$ cat src/rtl/instr_fetch_unit.sv
// -----------------------------------------------------------------------------
// instr_fetch_unit
//
// Multicycle instruction fetch and sequencing block. Owns the program counter
// and the instruction register, runs the req/ack handshake toward instruction
// memory, exposes the decoded instruction fields to the control decoder, and
// computes the next PC from the decoder's branch/bequal outputs and the ALU
// zero flag.
//
// Each instruction alternates between two states:
//   FETCH : request the word at pc and wait for imem_ack (any latency,
//           including an ack in the same cycle as the request).
//   EXEC  : the IR is presented to the datapath. The instruction retires
//           on the first cycle with stall=0.
//
// Parameters:
//   RESET_PC    PC value loaded on reset (must be word-aligned)
//
// Ports:
//   clock       in   rising-edge clock
//   reset       in   synchronous, active-high reset
//   imem_req    out  fetch request (FETCH state, gated off during reset)
//   imem_addr   out  fetch address, always equal to pc
//   imem_ack    in   imem_rdata is valid this cycle (used only in FETCH)
//   imem_rdata  in   instruction word
//   stall       in   datapath not ready to retire the current instruction
//   branch      in   current instruction is a conditional branch
//   bequal      in   1 = BEQ, 0 = BNE
//   zero        in   ALU zero flag for the current instruction
//   instr_valid out  IR holds the instruction executing this cycle
//   opcode      out  IR[31:26]
//   rs          out  IR[25:21]
//   rt          out  IR[20:16]
//   rd          out  IR[15:11]
//   func        out  IR[5:0]
//   imm         out  IR[15:0]
//   pc          out  address of the instruction in IR / being fetched
//   retired     out  count of retired instructions (wraps at 2^32)
// -----------------------------------------------------------------------------
module instr_fetch_unit #(
  parameter logic [31:0] RESET_PC = 32'h0000_0000
) (
  input  logic        clock,
  input  logic        reset,
  output logic        imem_req,
  output logic [31:0] imem_addr,
  input  logic        imem_ack,
  input  logic [31:0] imem_rdata,
  input  logic        stall,
  input  logic        branch,
  input  logic        bequal,
  input  logic        zero,
  output logic        instr_valid,
  output logic [5:0]  opcode,
  output logic [4:0]  rs,
  output logic [4:0]  rt,
  output logic [4:0]  rd,
  output logic [5:0]  func,
  output logic [15:0] imm,
  output logic [31:0] pc,
  output logic [31:0] retired
);

  typedef enum logic [0:0] {
    FETCH = 1'b0,
    EXEC  = 1'b1
  } state_t;

  state_t      state_reg;
  state_t      state_next;
  logic [31:0] pc_reg;
  logic [31:0] pc_next;
  logic [31:0] ir_reg;
  logic [31:0] ir_next;
  logic [31:0] retired_reg;
  logic [31:0] retired_next;

  // Raw state decodes, before reset gating.
  logic        fetch_active;
  logic        exec_active;

  // ---------------------------------------------------------------------------
  // Next-PC arithmetic. All sums are plain 32-bit adds, so wrap-around past
  // 32'hFFFF_FFFC is silent.
  // ---------------------------------------------------------------------------
  logic        branch_taken;
  logic [31:0] pc_plus4;
  logic [31:0] branch_offset;
  logic [31:0] branch_target;
  logic [31:0] next_pc;

  // BEQ takes the branch on zero, BNE on non-zero.
  assign branch_taken  = branch & (bequal ? zero : ~zero);
  assign pc_plus4      = pc_reg + 32'd4;
  // Word offset: 16-bit immediate sign-extended to 30 bits, then scaled by 4.
  assign branch_offset = {{14{ir_reg[15]}}, ir_reg[15:0], 2'b00};
  assign branch_target = pc_plus4 + branch_offset;
  assign next_pc       = branch_taken ? branch_target : pc_plus4;

  // ---------------------------------------------------------------------------
  // State register. Reset wins over everything, abandoning any in-flight
  // fetch or stalled instruction.
  // ---------------------------------------------------------------------------
  always_ff @(posedge clock) begin
    if (reset) begin
      state_reg   <= FETCH;
      pc_reg      <= RESET_PC;
      ir_reg      <= 32'd0;
      retired_reg <= 32'd0;
    end else begin
      state_reg   <= state_next;
      pc_reg      <= pc_next;
      ir_reg      <= ir_next;
      retired_reg <= retired_next;
    end
  end

  // ---------------------------------------------------------------------------
  // Next-state and state-decoded outputs.
  // ---------------------------------------------------------------------------
  always_comb begin
    state_next   = state_reg;
    pc_next      = pc_reg;
    ir_next      = ir_reg;
    retired_next = retired_reg;
    fetch_active = 1'b0;
    exec_active  = 1'b0;

    case (state_reg)
      FETCH: begin
        fetch_active = 1'b1;
        // pc is untouched here, so the request address stays stable until ack.
        if (imem_ack) begin
          ir_next    = imem_rdata;
          state_next = EXEC;
        end
      end

      EXEC: begin
        exec_active = 1'b1;
        // Acks arriving here are ignored; the IR only loads in FETCH, which
        // keeps the decoded fields stable across the whole EXEC period.
        if (!stall) begin
          retired_next = retired_reg + 32'd1;
          pc_next      = next_pc;
          state_next   = FETCH;
        end
      end

      default: begin
        state_next = FETCH;
      end
    endcase
  end

  // The request and valid strobes come straight from the state register, but
  // are forced low in the reset cycle itself, when the register may still
  // hold a pre-reset state.
  assign imem_req    = fetch_active & ~reset;
  assign instr_valid = exec_active & ~reset;
  assign imem_addr   = pc_reg;

  // Instruction field decode, straight from the IR.
  assign opcode  = ir_reg[31:26];
  assign rs      = ir_reg[25:21];
  assign rt      = ir_reg[20:16];
  assign rd      = ir_reg[15:11];
  assign func    = ir_reg[5:0];
  assign imm     = ir_reg[15:0];

  assign pc      = pc_reg;
  assign retired = retired_reg;

endmodule

$ cat config.mk
export PLATFORM = sky130hd
export DESIGN_NAME = instr_fetch_unit
export DESIGN_NICKNAME = d
export VERILOG_FILES = /design/src/rtl/instr_fetch_unit.sv
export SDC_FILE = /design/constraint.sdc
export NUM_CORES = 1
export LEC_CHECK = 0
export CORE_ASPECT_RATIO = 0.75
export CORE_MARGIN = 2
export CORE_UTILIZATION = 50
export CTS_BUF_LIST = sky130_fd_sc_hd__clkbuf_4 sky130_fd_sc_hd__clkbuf_8
export CTS_CLUSTER_DIAMETER = 200
export CTS_CLUSTER_SIZE = 24
export DETAILED_ROUTE_END_ITERATION = 8
export PLACE_DENSITY = 0.78
export SYNTH_ARGS = -nofsm -noshare
export SYNTH_HDL_FRONTEND = slang
export SYNTH_SLANG_ARGS = --single-unit
$ cat constraint.sdc
create_clock -name clock -period 4.8 [get_ports clock]
set_input_delay 0.72 -clock clock [delete_from_list [all_inputs] [get_ports clock]]
set_output_delay 0.72 -clock clock [all_outputs]
set_load 0.03 [all_outputs]
==> summary.md <==
| Metric | Value |
|---|---|
| Final ANT Viol Nets | `0` |
| Clk pwr share | `29.4%` |
| CTS root buf | `clkbuf_8` |
| DR iter-0 viols | `600` |
| Async S/R FF share, synth | `0%` |
| Core ar. | `12970 um2` |
| YS warnings | `0` |
| Netlist cell types | `~70` |
| Port Buf Inserts | `175` |
| I/O Pins | `180` |
| Mux cell area share after synthesis | `0.1702%` |
| H-tree levels | `3` |
| Fin. max-slew vios | `0` |
| Startpoint Class | `flop` |
| Unrepaired setup endpoints after global routing | `no` |
| Area grow syn2layout | `26.46%` |
| Die area | `14180 um2` |
| HP Class | `reg2reg` |
| Post-Synth Adder-Cell Area | `7.489%` |
| Final Cycle Share | `between 90% and 100%` |
| Setup TNS | `0 ns` |
| Placed cells | `1152` |
| Comb pwr share | `24.0%` |
| Mean Syn Cell Area | `approximately 7.5 um2` |
| Initial antenna violation count | `0` |
| Mapped Cells | `879` |
| #FFs+latches synth | `95` |
| Worst Max-Slew Pin Slew | `1.139 ns` |
| Initial core utilization | `51.00%` |
| DR WL/cell | `16.78 um` |
| Final hold slack | `0.4599 ns` |
| GRT overflow | `0` |
| Post-synthesis simple-gate area fraction | `26.36%` |
| Clock skew | `0.008273 ns` |
| Fin. Hold Viols | `0` |
| Main synth FF type | `dfxtp_1` |
| Clk pin slew, worst setup/hold paths | `0.10 ns` |
| Vias per cell | `5.670` |
| Non-Filler Instances | `approximately 1200` |
| Compound-Gate Fraction of Synth Area | `18.85%` |
| Status | `completed` |
| Worst EP required | `5.06 ns` |
| Dpl ws | `0.5810 ns` |
| Crit path max fanout | `10` |
| Max-cap violations | `0` |
| Hold_buf cts | `0` |
| Gp weighted congestion | `0.9669` |
| Net Sw Power | `0.6252 mW` |
| Setup slack after layout | `approximately 0.48 ns` |
| Synth top area share | `approximately 29%` |
| Maximum clock rate | `0.2313 GHz` |
| Resized cells post-CTS | `0` |
| Die Wd | `136.8 um` |
| Synth area leader | `dfxtp_1` |
| Fill cell count | `1197` |
| DRC viols | `0` |
| Post-Synth XOR/XNOR Area | `10.06%` |
| Seq/Total Area, Yosys | `28.74%` |
| Worst-case vdd ir drop | `217.9 uV` |
| CTS tree | `done` |
| Mapped cell area | `6616 um2` |
| Synth top area cells | `dfxtp_1, nand2_1, a21oi_1, ha_1, xnor2_1` |
| Vias after detailed routing | `6623` |
| Std cell rows | `36` |
| ANT cells | `0` |
| Largest net degree at the start of global routing | `71` |
| Clk Latency, worst-skew pair | `0.38 ns` |
| Sw Share | `34.09%` |
| Maximum buffer depth of the clock tree | `2` |
| Wirelength, routed | `19.60 mm` |
| Design area | `8367 um2` |
| DP HPWL | `14.57 mm` |
| Vias in the first global route | `5956` |
| First-pass GRT wire length | `31.19 mm` |
| Worst EP arrival | `4.58 ns` |
| Combinational family with the most area after synthesis | `simple AND/OR/NAND/NOR gates` |
| Cts bufs inserted | `9` |
| Placement Cell Area | `8173 um2` |
| Max-Slew Margin vs Limit | `23.96%` |
| LEAKAGE | `~3.2 nW` |
| Final net count | `1070` |
| Critical Path End Type | `flop` |
| EDFF count, synth | `0` |
| DIE HEIGHT | `103.6 um` |
| Clock tree sinks | `95` |
| Int Power | `approximately 1.2 mW` |
| Finish-stage setup viols | `0` |
| Sequential Power Share | `46.6%` |
| Post-CTS setup repair buffer count | `0` |
| Tot GR Track Use | `27.32%` |
| Final worst path period need | `between 4 and 5 ns` |
| TritonRoute pass-1 iters | `5` |
| Pwr dens | `219.2 nW/um2` |
| Proportion of layout cells with a drive suffix above 1 | `4.614%` |
| Crit path kind | `reg2reg` |
[metal layers]
metal	GRT usage, %	part of all wire [%]
met3	8.957	10
met4	7.216	2.1
met2	37.68	40
met1	40.37	47
met5	0	0
[cell usage after synthesis (2+ instances only)]
| cell type | n |
|---|---|
| nand4_1 | 19 |
| nor3_2 | 2 |
| buf_4 | 45 |
| and3_1 | 13 |
| or3_1 | 5 |
| nor4_1 | 6 |
| a311oi_1 | 4 |
| nand3b_1 | 6 |
| o221ai_1 | 2 |
| buf_1 | 2 |
| nand2_1 | 142 |
| nor2b_1 | 8 |
| inv_1 | 15 |
| a31oi_1 | 8 |
| a21oi_1 | 98 |
| nand3_2 | 3 |
| nor3_1 | 20 |
| dfxtp_1 | 95 |
| xor2_1 | 34 |
| o21bai_1 | 7 |
| and4_1 | 8 |
| a211oi_1 | 7 |
| o211ai_1 | 4 |
| o21a_1 | 4 |
| nand2b_1 | 4 |
| nor2_1 | 78 |
| a22oi_1 | 4 |
| buf_2 | 2 |
| a21o_1 | 11 |
| clkbuf_1 | 36 |
| nand3_1 | 33 |
| o31ai_1 | 2 |
| o22ai_1 | 5 |
| a41oi_1 | 2 |
| xnor2_1 | 42 |
| and2_1 | 2 |
| o21ai_0 | 27 |
| ha_1 | 38 |
| or4_1 | 4 |
[placed cells by master (no fill, tap or decap), types with 5 or more instances in the layout]
master           netlist  layout
nor3_1                20      20
o21ai_0               27      27
nor2b_1                8       6
a21oi_1               98      98
nand4_1               19      19
a31oi_1                8       8
a21o_1                11      11
or3_1                  5       5
ha_1                  38      38
o21bai_1               7       7
nand2_1              142     142
nand3_1               33      33
a211oi_1               7       7
o22ai_1                5       5
nor2_1                78      78
nand3b_1               6       6
clkbuf_8               0      10
xnor2_1               42      42
clkdlybuf4s50_1        0     174
xor2_1                34      34
nor4_1                 6       6
dfxtp_1               95      95
buf_4                 45      10
and3_1                13      13
and4_1                 8       8
inv_1                 15      15
[power groups by stage]
stage          Combinational, mW  Sequential, mW  Clock, mW
4_1_cts                    0.438           0.855      0.552
3_5_place_dp               0.436           0.873          0
5_1_grt                    0.471           0.861      0.574
2_1_floorplan              0.238           0.920          0
6_report                   0.440           0.855      0.539
3_3_place_gp               0.435           0.871          0
[through the flow]
stage / utilization (%) / power, mW
detailed placement: 63.00 / 1.309
global route: 64.50 / 1.906
global placement: 63.00 / 1.306
finish: 64.50 / 1.834
CTS: 64.50 / 1.845
floorplan: - / 1.158
[area by class of cell]
type | instances | area [um2] | area share [%]
clock buffer | 10 | 137.6 | 1.645
sequential | 95 | 1902 | 22.73
timing repair buffer | 184 | 1817 | 21.71
multi-input combinational | 687 | 4184 | 50.01
inverter | 15 | 56.30 | 0.6729
clock inverter | 6 | 56.30 | 0.6729
tap | 171 | 214.0 | 2.557
[cell families (layout without fill, tap and decap cells)]
| kind of cell | Yosys count | count (layout) |
|---|---|---|
| multiplexers | 1 | 1 |
| buffers and inverters | 100 | 215 |
| other | 1 | 4 |
| XOR/XNOR | 76 | 76 |
| AO/OA/AOI/OAI | 203 | 203 |
| AND/OR/NAND/NOR | 364 | 364 |
| flip-flops | 95 | 95 |
| adder cells (fa/ha/maj) | 39 | 39 |
[final timing paths]
kind	start	to	slack, ns	cells past startpoint
setup / recovery	imem_addr[2]	imem_addr[25]	0.48	13
setup reg to reg	imem_addr[2]	imem_addr[25]	0.48	13
hold reg to reg	ir_reg[31]	ir_reg[31]	0.46	2
hold / removal	ir_reg[31]	ir_reg[31]	0.46	2
[worst max-delay path, stage by stage, from the launching register on]
cell,delay [ns]
dfxtp_1,0.52
nand2_1,0.12
or4_4,0.57
nor2_1,0.29
nand3_1,0.14
xnor2_1,0.30
ha_1,0.38
a21oi_1,0.18
nor2b_1,0.08
o31a_1,0.27
o41ai_2,0.52
nand2_1,0.21
and3_1,0.19
or4_1,0.45
(Power assumes the default switching activity.)
